**src/rtl/proc_pkg.sv**
```systemverilog
// rtl/proc_pkg.sv - opcode constants and decode helpers shared with the control state machine
package proc_pkg;

  typedef enum logic [3:0] {
    NOP    = 4'd0,
    ADD    = 4'd1,
    SUB    = 4'd2,
    XOR_OP = 4'd3,
    MUL    = 4'd4,
    DIV    = 4'd5,
    JUMPZ  = 4'd6,
    JUMP   = 4'd7,
    SUBI   = 4'd8,
    ADDI   = 4'd9,
    WRITE  = 4'd10,
    READ   = 4'd11,
    LDMAR  = 4'd12,
    MARMEM = 4'd13,
    MOV    = 4'd14,
    CLAC   = 4'd15
  } opcode_t;

  localparam logic [7:0] STOP_CODE = 8'hFF;

  // Opcodes that write a result back to the destination register r0.
  function automatic logic is_wb(input logic [3:0] op);
    case (op)
      ADD, SUB, XOR_OP, MUL, DIV, SUBI, ADDI, READ, MARMEM, MOV: return 1'b1;
      default: return 1'b0;
    endcase
  endfunction

  function automatic logic uses_r1(input logic [3:0] op);
    case (op)
      ADD, SUB, XOR_OP, MUL, DIV, SUBI, ADDI, MOV: return 1'b1;
      default: return 1'b0;
    endcase
  endfunction

  function automatic logic uses_r2(input logic [3:0] op);
    case (op)
      ADD, SUB, XOR_OP, MUL, DIV: return 1'b1;
      default: return 1'b0;
    endcase
  endfunction

endpackage

```
**src/rtl/hazard_detect.sv**
```systemverilog
// rtl/hazard_detect.sv - read-after-write compare of decode sources against stage 2/3 destinations
module hazard_detect
  import proc_pkg::*;
(
  input  logic [3:0] op,
  input  logic [3:0] r1,
  input  logic [3:0] r2,
  input  logic [3:0] op2,
  input  logic [3:0] dst2,
  input  logic [3:0] op3,
  input  logic [3:0] dst3,
  output logic       hazard
);

  logic use1, use2, hit2, hit3;

  always_comb begin
    use1   = uses_r1(op);
    use2   = uses_r2(op);
    hit2   = is_wb(op2) && ((use1 && (r1 == dst2)) || (use2 && (r2 == dst2)));
    hit3   = is_wb(op3) && ((use1 && (r1 == dst3)) || (use2 && (r2 == dst3)));
    hazard = hit2 || hit3;
  end

endmodule

```
**src/rtl/decode_pipe.sv**
```systemverilog
// rtl/decode_pipe.sv - program counter plus decode, stage-2 and stage-3 opcode/destination registers
module decode_pipe
  import proc_pkg::*;
#(
  parameter int PC_W = 8
) (
  input  logic            clk_in,
  input  logic            rst_n,
  input  logic            pc_incr,
  input  logic            PC_rst,
  input  logic            pc_load,
  input  logic [PC_W-1:0] pc_load_val,
  input  logic            flush,
  output logic [PC_W-1:0] instr_addr,
  input  logic [15:0]     instr_data,
  input  logic            write_dec_reg,
  input  logic            long_inst_write,
  input  logic            write_dec_reg2,
  input  logic            write_dec_reg3,
  output logic [3:0]      op_out,
  output logic [3:0]      dec_r0_out,
  output logic [3:0]      dec_r1_out,
  output logic [3:0]      dec_r2_out,
  output logic [15:0]     imm_out,
  output logic [3:0]      op_out2,
  output logic [3:0]      dec_r0_out2,
  output logic [3:0]      op_out3,
  output logic [3:0]      dec_r0_out3,
  output logic            hazard,
  output logic            stop_seen,
  output logic [15:0]     retired
);

  logic [PC_W-1:0] pc;

  assign instr_addr = pc;

  always_ff @(posedge clk_in or negedge rst_n) begin
    if (!rst_n) begin
      pc <= '0;
    end else if (PC_rst) begin
      pc <= '0;
    end else if (pc_load) begin
      pc <= pc_load_val;
    end else if (pc_incr && !stop_seen) begin
      pc <= pc + PC_W'(1);
    end
  end

  // All stage registers read pre-edge values, so simultaneous strobes shift
  // exactly one stage; stage 3 ignores flush so the jump itself completes.
  always_ff @(posedge clk_in or negedge rst_n) begin
    if (!rst_n) begin
      op_out      <= '0;
      dec_r0_out  <= '0;
      dec_r1_out  <= '0;
      dec_r2_out  <= '0;
      op_out2     <= '0;
      dec_r0_out2 <= '0;
      op_out3     <= '0;
      dec_r0_out3 <= '0;
      stop_seen   <= 1'b0;
      retired     <= '0;
    end else begin
      if (flush) begin
        op_out     <= '0;
        dec_r0_out <= '0;
        dec_r1_out <= '0;
        dec_r2_out <= '0;
      end else if (write_dec_reg) begin
        op_out     <= instr_data[15:12];
        dec_r0_out <= instr_data[11:8];
        dec_r1_out <= instr_data[7:4];
        dec_r2_out <= instr_data[3:0];
        if (instr_data[15:8] == STOP_CODE) begin
          stop_seen <= 1'b1;
        end
      end

      if (flush) begin
        op_out2     <= '0;
        dec_r0_out2 <= '0;
      end else if (write_dec_reg2) begin
        op_out2     <= op_out;
        dec_r0_out2 <= dec_r0_out;
      end

      if (write_dec_reg3) begin
        op_out3     <= op_out2;
        dec_r0_out3 <= dec_r0_out2;
        if (op_out2 != NOP) begin
          retired <= retired + 16'd1;
        end
      end
    end
  end

  always_ff @(posedge clk_in or negedge rst_n) begin
    if (!rst_n) begin
      imm_out <= '0;
    end else if (long_inst_write) begin
      imm_out <= instr_data;
    end
  end

  hazard_detect u_hazard_detect (
    .op     (op_out),
    .r1     (dec_r1_out),
    .r2     (dec_r2_out),
    .op2    (op_out2),
    .dst2   (dec_r0_out2),
    .op3    (op_out3),
    .dst3   (dec_r0_out3),
    .hazard (hazard)
  );

endmodule

```
**config.mk**
```make
export PLATFORM = sky130hd
export DESIGN_NAME = decode_pipe
export DESIGN_NICKNAME = d
export VERILOG_FILES = /design/src/rtl/proc_pkg.sv /design/src/rtl/hazard_detect.sv /design/src/rtl/decode_pipe.sv
export SDC_FILE = /design/constraint.sdc
export NUM_CORES = 1
export LEC_CHECK = 0
export ABC_AREA = 1
export CORE_AREA = 2 2 113 71
export CTS_CLUSTER_DIAMETER = 30
export CTS_CLUSTER_SIZE = 40
export DETAILED_ROUTE_END_ITERATION = 16
export DIE_AREA = 0 0 115 73
export PLACE_DENSITY = 0.84
export SYNTH_ARGS = -nofsm -noshare
export SYNTH_HDL_FRONTEND = slang
export SYNTH_SLANG_ARGS = --single-unit
```
**constraint.sdc**
```tcl
create_clock -name clk_in -period 3.9 [get_ports clk_in]
set_input_delay 0.78 -clock clk_in [delete_from_list [all_inputs] [get_ports clk_in]]
set_output_delay 0.78 -clock clk_in [all_outputs]
set_load 0.03 [all_outputs]
```
==> summary.md, run 1 <==
| Metric | Value |
|---|---|
| Synthesized instance count | 456 |
| Num CTS Buffers | 9 |
| P_leak | 2.31 nW |
| IO Count | 108 |
| Iter 0 DRT Violations | 297 |
| Critical path arrival | 2330 ps |
| Crit path launch type | flop |
| Critical R2R Launch | op_out2[0]$_DFFE_PN0P_ |
| Final WS setup | 791 ps |
| Place WS | 1170 ps |
| RSZ-0062 raised after global routing | false |
| Final instance area | 5110 sq um |
| Clock transition at path regs | 60 ps |
| Xor/xnor cell area share of the yosys netlist | 0.0429 |
| DR vias | 3536 |
| Synth Area in Compound Gates | 0.105 |
| Max Cap Viol | 0 |
| Clock buffer depth | 2 |
| WL/cell | 15.6 um |
| Worst Setup SP | op_out[3]$_DFFE_PN0P_ |
| DRT Pass-1 Iters | 5 |
| Dpl cell area | 4810 sq um |
| Layout fillers | 619 |
| Later-pin clock latency in the skew report | 340 ps |
| Post-Synth Adder-Cell Area | 0.0204 |
| Crit-path leading delay family | buffers and inverters |
| Slowest Stage Delay on Critical Path | 680 ps |
| Initial antenna violation count | 0 |
| Post-DP HPWL | 7750 um |
| Largest family of logic cells by synthesized area | simple AND/OR/NAND/NOR gates |
| P per Cell Area | 429 nW/um^2 |
| Placed Cells | 648 |
| Final Util | 0.681 |
| Vias in the first global route | 3260 |
| H-Tree Depth | 3 |
| Post-synth cell types | 29 |
| Largest fanout on the critical path | 4 |
| Skew final | 2.38 ps |
| Pin count of the biggest net entering global routing | 74 |
| Sequential share of the synthesized area | 0.497 |
| Worst-Margin Slew | 927 ps |
| Async SR Flop Fraction | 1.00 |
| Most used DFF post-synth | dfrtp_1 |
| Post-CTS Setup Inserts | 0 |
| TritonCTS clock tree | done |
| Yosys warning total | 0 |
| Vias per std cell | 5.33 |
| Tmin final | 3110 ps |
| Top cell type's share of synthesized area | 0.497 |
| Final Hold Violating Endpoints | 0 |
| CP most frequent cell | nand2_1 |
| Worst relative slew slack | 0.382 |
| Synth Area in Simple Gates | 0.236 |
| Post-Layout Cell Count | 664 |
| Netlist Area Pre-Place | 3670 sq um |
| Top routing layer used | met4 |
| Slew Limit Fails | 0 |
| Slowest stage cell, crit path | clkdlybuf4s50_1 |
| Die ar. | 8400 sq um |
| Metal2 WL | 4480 um |
| Ranking of synthesized cells by area | dfrtp_1 (50%), nand2_1 (15%), inv_1 (5.6%), nor2_1 (4.2%), o21ai_0 (3.8%) |
| Post-synth EDFFs | 0 |
| FP Rows | 25 |
| Peak supply drop | 0.263 mV |
| Hold Crit Start | imm_out[7]$_DFFE_PN0P_ |
| WP data required | 3120 ps |
| Net Count, Synth | 496 |
| TNS Setup | 0 ps |
| Routed WL | 10400 um |
| Final setup vio count | 0 |
| Met3 Wirelength | 933 um |
| Yosys top cell by area | dfrtp_1 |
| CP bufs+invs | 2 |
| Final GP Congestion | 0.940 |
| Tcrit/Tclk final | 0.797 |
| DRT antenna net count | 0 |
| Ant. Diodes | 0 |
| Hold_buf cts | 0 |
| Crit end category | primary output |
| P&R area growth vs syn | 39.2% |
| Multiplexer share of the synthesized area | 0.0242 |
| GRT overflow | 0 |
| Core ar. | 7510 sq um |
| M1 wire length | 4840 um |
| First-pass GRT wire length | 16500 um |
| Worst Path Class, Setup | reg2out |
| Nets | 605 |
| Die Ht | 73 um |
| DIE WIDTH | 115 um |
| Layout cell share with drive strength beyond 1 | 0.0649 |
| Fmax | 0.322 GHz |
| Hold Path Class | reg2reg |
| Clk sink count | 73 |
| Root buffer cell | clkbuf_16 |
| Number of I/O port buffers | 107 |
| Avg Inst Size Synth | 8.06 sq um |
| Cell chain of the critical path | inv_1 -> nand2_1 -> o21ai_0 -> nand3_1 -> nand2_1 -> nand2_1 -> nand2_1 -> clkdlybuf4s50_1 |
| Tot GR Track Use | 0.259 |
| Yosys reg bits | 73 |
| Initial Utilization | 0.489 |
| Status | completed |
| Drt drc | 0 |
| CTS resizes | 0 |
==> synthesized netlist by cell type, types with 3 or more instances <==
library cell    n
a21oi_1        13
o21ai_1         7
nand2_1       144
xor2_1          5
dfrtp_1        73
inv_1          55
mux2_2          7
xnor2_1        13
o21ai_0        28
o22ai_1        17
nand2_2         3
nand3_1        15
nand4_1         5
nor2_1         41
buf_2           5
inv_2           4
ha_1            6
==> worst paths after layout <==
check	end	slack, ps	cells past startpoint
max	hazard	790	8
min	imm_out[7]$_DFFE_PN0P_	510	1
max reg2reg	retired[7]$_DFFE_PN0P_	2210	8
min reg2reg	imm_out[7]$_DFFE_PN0P_	510	1
max in group asynchronous	imm_out[8]$_DFFE_PN0P_	2720	1
min in group asynchronous	op_out3[0]$_DFFE_PN0P_	570	1
==> routing by layer <==
| layer | global-route usage | vias up |
|---|---|---|
| met4 | 0.0723 | 0 |
| met1 | 0.376 | 1666 |
| li1 | - | 1672 |
| met2 | 0.375 | 182 |
| met3 | 0.0839 | 16 |
| met5 | 0 | - |
==> power by group <==
group | leakage [nW] | internal [mW] | switching, mW
sequential | 0.948 | 0.814 | 0.0708
clock | 0.155 | 0.527 | 0.316
combinational | 1.21 | 0.191 | 0.276
==> area by class of cell <==
type                            count  area [sq um]  share of cell area
Clock inverter                      5          53.8              0.0105
Timing Repair Buffer              107          1070               0.209
Multi-Input combinational cell    315          1570               0.308
Sequential cell                    73          1830               0.357
Clock buffer                       11           253              0.0494
Tap cell                           94           118              0.0230
Inverter                           59           221              0.0433
==> cell usage in the layout (no fill, tap or decap) <==
cell type          n
a21oi_1           13
a21oi_4            1
buf_4              1
bufinv_16          1
clkbuf_16          9
clkbuf_8           2
clkdlybuf4s50_1  106
clkinv_2           3
clkinv_4           1
dfrtp_1           73
ha_1               6
inv_1             55
inv_2              4
mux2_2             7
mux2i_1            1
nand2_1          144
nand2_2            3
nand3_1           15
nand3_2            1
nand3b_1           1
nand4_1            5
nor2_1            41
nor2_2             2
nor2_4             1
o211ai_1           2
o21ai_0           28
o21ai_1            7
o22ai_1           17
o31ai_1            1
or2_2              1
xnor2_1           13
xor2_1             5
==> flip-flops by register name, indices dropped and copies added (netlist names) <==
signal	flops
imm_out	16
dec_r1_out	4
stop_seen	1
dec_r0_out3	4
dec_r0_out	4
dec_r2_out	4
op_out2	4
op_out	4
dec_r0_out2	4
instr_addr	8
retired	16
op_out3	4
==> through the flow <==
| stage | total power, mW | hold WS [ps] |
|---|---|---|
| floorplan | 1.14 | 484 |
| global placement | 1.35 | 489 |
| detailed placement | 1.36 | 495 |
| CTS | 2.21 | 515 |
| global route | 2.29 | 529 |
| finish | 2.20 | 513 |
==> cell families (layout without fill, tap and decap cells) <==
kind of cell,after synthesis,count (layout)
DFF,73,73
and+or+nand+nor,214,214
AOI/OAI and AO/OA,69,69
adders and majority gates,6,6
muxes,8,8
buffers and inverters,68,182
xor gates and xnor gates,18,18
==> worst reg2reg max path, delay by kind of cell, from the launching register on <==
kind	cells	cell delay [ps]
AND/OR/NAND/NOR	5	690
flip-flops	1	390
adder cells (fa/ha/maj)	1	210
AO/OA/AOI/OAI	1	180
buffers and inverters	1	100
No activity file was read; power rests on OpenSTA's default activity.
==> inputs of run 2 (changes only) <==
--- a/config.mk
+++ b/config.mk
@@ -6,12 +6,12 @@
 export NUM_CORES = 1
 export LEC_CHECK = 0
 export ABC_AREA = 1
-export CORE_AREA = 2 2 113 71
+export CORE_AREA = 2 2 116 73
 export CTS_CLUSTER_DIAMETER = 30
 export CTS_CLUSTER_SIZE = 40
 export DETAILED_ROUTE_END_ITERATION = 16
-export DIE_AREA = 0 0 115 73
-export PLACE_DENSITY = 0.84
+export DIE_AREA = 0 0 118 75
+export PLACE_DENSITY = 0.8
 export SYNTH_ARGS = -nofsm -noshare
 export SYNTH_HDL_FRONTEND = slang
 export SYNTH_SLANG_ARGS = --single-unit
==> constraint.sdc (replaced) <==
create_clock -name clk_in -period 2.95 [get_ports clk_in]
set_input_delay 0.59 -clock clk_in [delete_from_list [all_inputs] [get_ports clk_in]]
set_output_delay 0.59 -clock clk_in [all_outputs]
set_load 0.03 [all_outputs]
==> summary.md, run 2 (synthesis gave the netlist of run 1 again) <==
| Metric | Value |
|---|---|
| Nets | 607 (was 605) |
| Cell chain of the critical path | inv_1 -> nand2_1 -> o21ai_0 -> nand3_1 -> nand2_1 -> nand2_1 -> nand2_1 -> clkdlybuf4s50_1 (unchanged) |
| Commonest non-fill, non-tap cell in the layout | nand2_1 (unchanged) |
| H-Tree Depth | 3 (unchanged) |
| Slowest stage cell, crit path | clkdlybuf4s50_1 (unchanged) |
| Skew final | 8.28 ps (was 2.38 ps) |
| Layout fillers | 672 (was 619) |
| Critical Path Stages | 8 (unchanged) |
| Ant. Diodes | 0 (unchanged) |
| Number of I/O port buffers | 107 (unchanged) |
| Die Ht | 75 um (was 73 um) |
| Clock transition at path regs | 60 ps (about the same) |
| TNS Setup | 0 ps (unchanged) |
| Pin count of the biggest net entering global routing | 74 (unchanged) |
| Hold_buf cts | 0 (unchanged) |
| Crit end category | primary output (unchanged) |
| Post-Layout Cell Count | 680 (was 664) |
| Register area | 1830 sq um (unchanged) |
| Final setup vio count | 0 (unchanged) |
| Die ar. | 8850 sq um (was 8400 sq um) |
| Slowest Stage Delay on Critical Path | 670 ps (was 680 ps) |
| DRT Pass-1 Iters | 4 (was 5) |
| Root buffer cell | clkbuf_16 (unchanged) |
| Final Util | 0.665 (was 0.681) |
| Clk sink count | 73 (unchanged) |
| Layout cell share with drive strength beyond 1 | 0.0664 (was 0.0649) |
| Vias per std cell | 4.99 (was 5.33) |
| Critical path arrival | 2210 ps (was 2330 ps) |
| Hold Path Class | in2async (was reg2reg) |
| Area of the multi-input gates | 1570 sq um (unchanged) |
| GRT overflow | 0 (unchanged) |
| Core ar. | 7730 sq um (was 7510 sq um) |
| Num CTS Buffers | 9 (unchanged) |
| Slew Limit Fails | 0 (unchanged) |
| Placed Cells | 664 (was 648) |
| Tot GR Track Use | 0.233 (was 0.259) |
| Final WS setup | 149 ps (was 791 ps) |
| Place WS | 570 ps (was 1170 ps) |
| Peak supply drop | 0.329 mV (was 0.263 mV) |
| Tcrit/Tclk final | 0.950 |
| FP Rows | 25 (unchanged) |
| Later-pin clock latency in the skew report | 330 ps (was 340 ps) |
| Crit-path leading delay family | buffers and inverters (unchanged) |
| Max Cap Viol | 0 (unchanged) |
| Final Hold Violating Endpoints | 0 (unchanged) |
| Vias in the first global route | 3275 (was 3260) |
| Most frequent cells in the layout | nand2_1 (144), clkdlybuf4s50_1 (106), dfrtp_1 (73) (unchanged) |
| Reg-to-Reg End | retired[7]$_DFFE_PN0P_ (unchanged) |
| CP most frequent cell | nand2_1 (unchanged) |
| CP bufs+invs | 2 (unchanged) |
| Worst-Margin Slew | 909 ps (was 927 ps) |
| Initial Utilization | 0.475 (was 0.489) |
| Iter 0 DRT Violations | 233 (was 297) |
| First-pass GRT wire length | 16000 um (was 16500 um) |
| Worst R2R Setup Slack | 1270 ps (was 2210 ps) |
| WL/cell | 14.3 um (was 15.6 um) |
| IO Count | 108 (unchanged) |
| Post-CTS Setup Inserts | 0 (unchanged) |
| Crit path launch type | flop (unchanged) |
| Drt drc | 0 (unchanged) |
| RSZ-0062 raised after global routing | false (unchanged) |
| DRT antenna net count | 0 (unchanged) |
| Worst relative slew slack | 0.394 (was 0.382) |
| Largest fanout on the critical path | 4 (unchanged) |
| P per Cell Area | 558 nW/um^2 (was 429 nW/um^2) |
| Critical R2R Launch | op_out2[1]$_DFFE_PN0P_ (was op_out2[0]$_DFFE_PN0P_) |
| Status | completed (unchanged) |
| P&R area growth vs syn | 39.9% (was 39.2%) |
| Clock buffer depth | 2 (unchanged) |
| CTS resizes | 0 (unchanged) |
| Routed WL | 9760 um (was 10400 um) |
| Initial antenna violation count | 0 (unchanged) |
| WP data required | 2360 ps (was 3120 ps) |
| Fmax | 0.357 GHz |
| TritonCTS clock tree | done (unchanged) |
| Final GP Congestion | 0.884 (was 0.940) |
| P_leak | 2.31 nW (about the same) |
| Post-DP HPWL | 7150 um (was 7750 um) |
| Worst Path Class, Setup | reg2out (unchanged) |
| Tmin final | 2800 ps |
| DIE WIDTH | 118 um (was 115 um) |
| DR vias | 3391 (was 3536) |
| Total power draw | 2.87 mW (was 2.20 mW) |
| R2R cell count | 8 (unchanged) |
-- run 2: cell count changes in the layout (fill, tap and decap cells not counted), sizes merged --
cell and change:
buf +2, clkinv -2, clkinvlp +2
-- run 2: power by group --
| part | total (mW) | switching (mW) | internal, mW |
|---|---|---|---|
| Clock | 1.08 | 0.407 | 0.674 |
| Combinational | 0.617 | 0.363 | 0.255 |
| Sequential | 1.17 | 0.0897 | 1.08 |
-- run 2: cell type report --
type | count | area share
inverters | 59 | 0.0431
repair buffers | 109 | 0.211
well taps | 108 | 0.0263
clock buffers | 11 | 0.0472
clock inverters | 5 | 0.0107
flip-flops and latches | 73 | 0.355
multi-input cells | 315 | 0.306
-- run 2: worst max-delay path by stage --
stage / startpoint / slack [ps] / end
detailed placement: op_out[3]$_DFFE_PN0P_ / 570 / hazard
CTS: op_out[3]$_DFFE_PN0P_ / 150 / hazard
finish: op_out[3]$_DFFE_PN0P_ / 150 / hazard
global route: op_out[2]$_DFFE_PN0P_ / 40 / hazard
global placement: op_out[3]$_DFFE_PN0P_ / 600 / hazard
floorplan: op_out2[0]$_DFFE_PN0P_ / 1020 / hazard
-- run 2: metrics by stage --
| stage | hold WS [ps] | cell area, sq um |
|---|---|---|
| final | 380 | 5140 |
| after detailed placement | 474 | 4840 |
| after global placement | 478 | 4840 |
| after global routing | 459 | 5140 |
| after CTS | 427 | 5140 |
| after floorplan | 294 | 3670 |
-- run 2: worst reg2reg max path, stage by stage (launching register included) --
cell and delay (ps):
dfrtp_1 410, inv_1 100, ha_1 200, nand2_2 80, nand2_1 60, nand2_2 240
nand4_1 230, o21ai_1 180, nand2_1 70
-- run 2: per-layer routing --
metal / track usage / part of all wire
met5: 0 / 0
met4: 0.0750 / 0.0099
met3: 0.0833 / 0.084
met2: 0.377 / 0.45
met1: 0.300 / 0.45
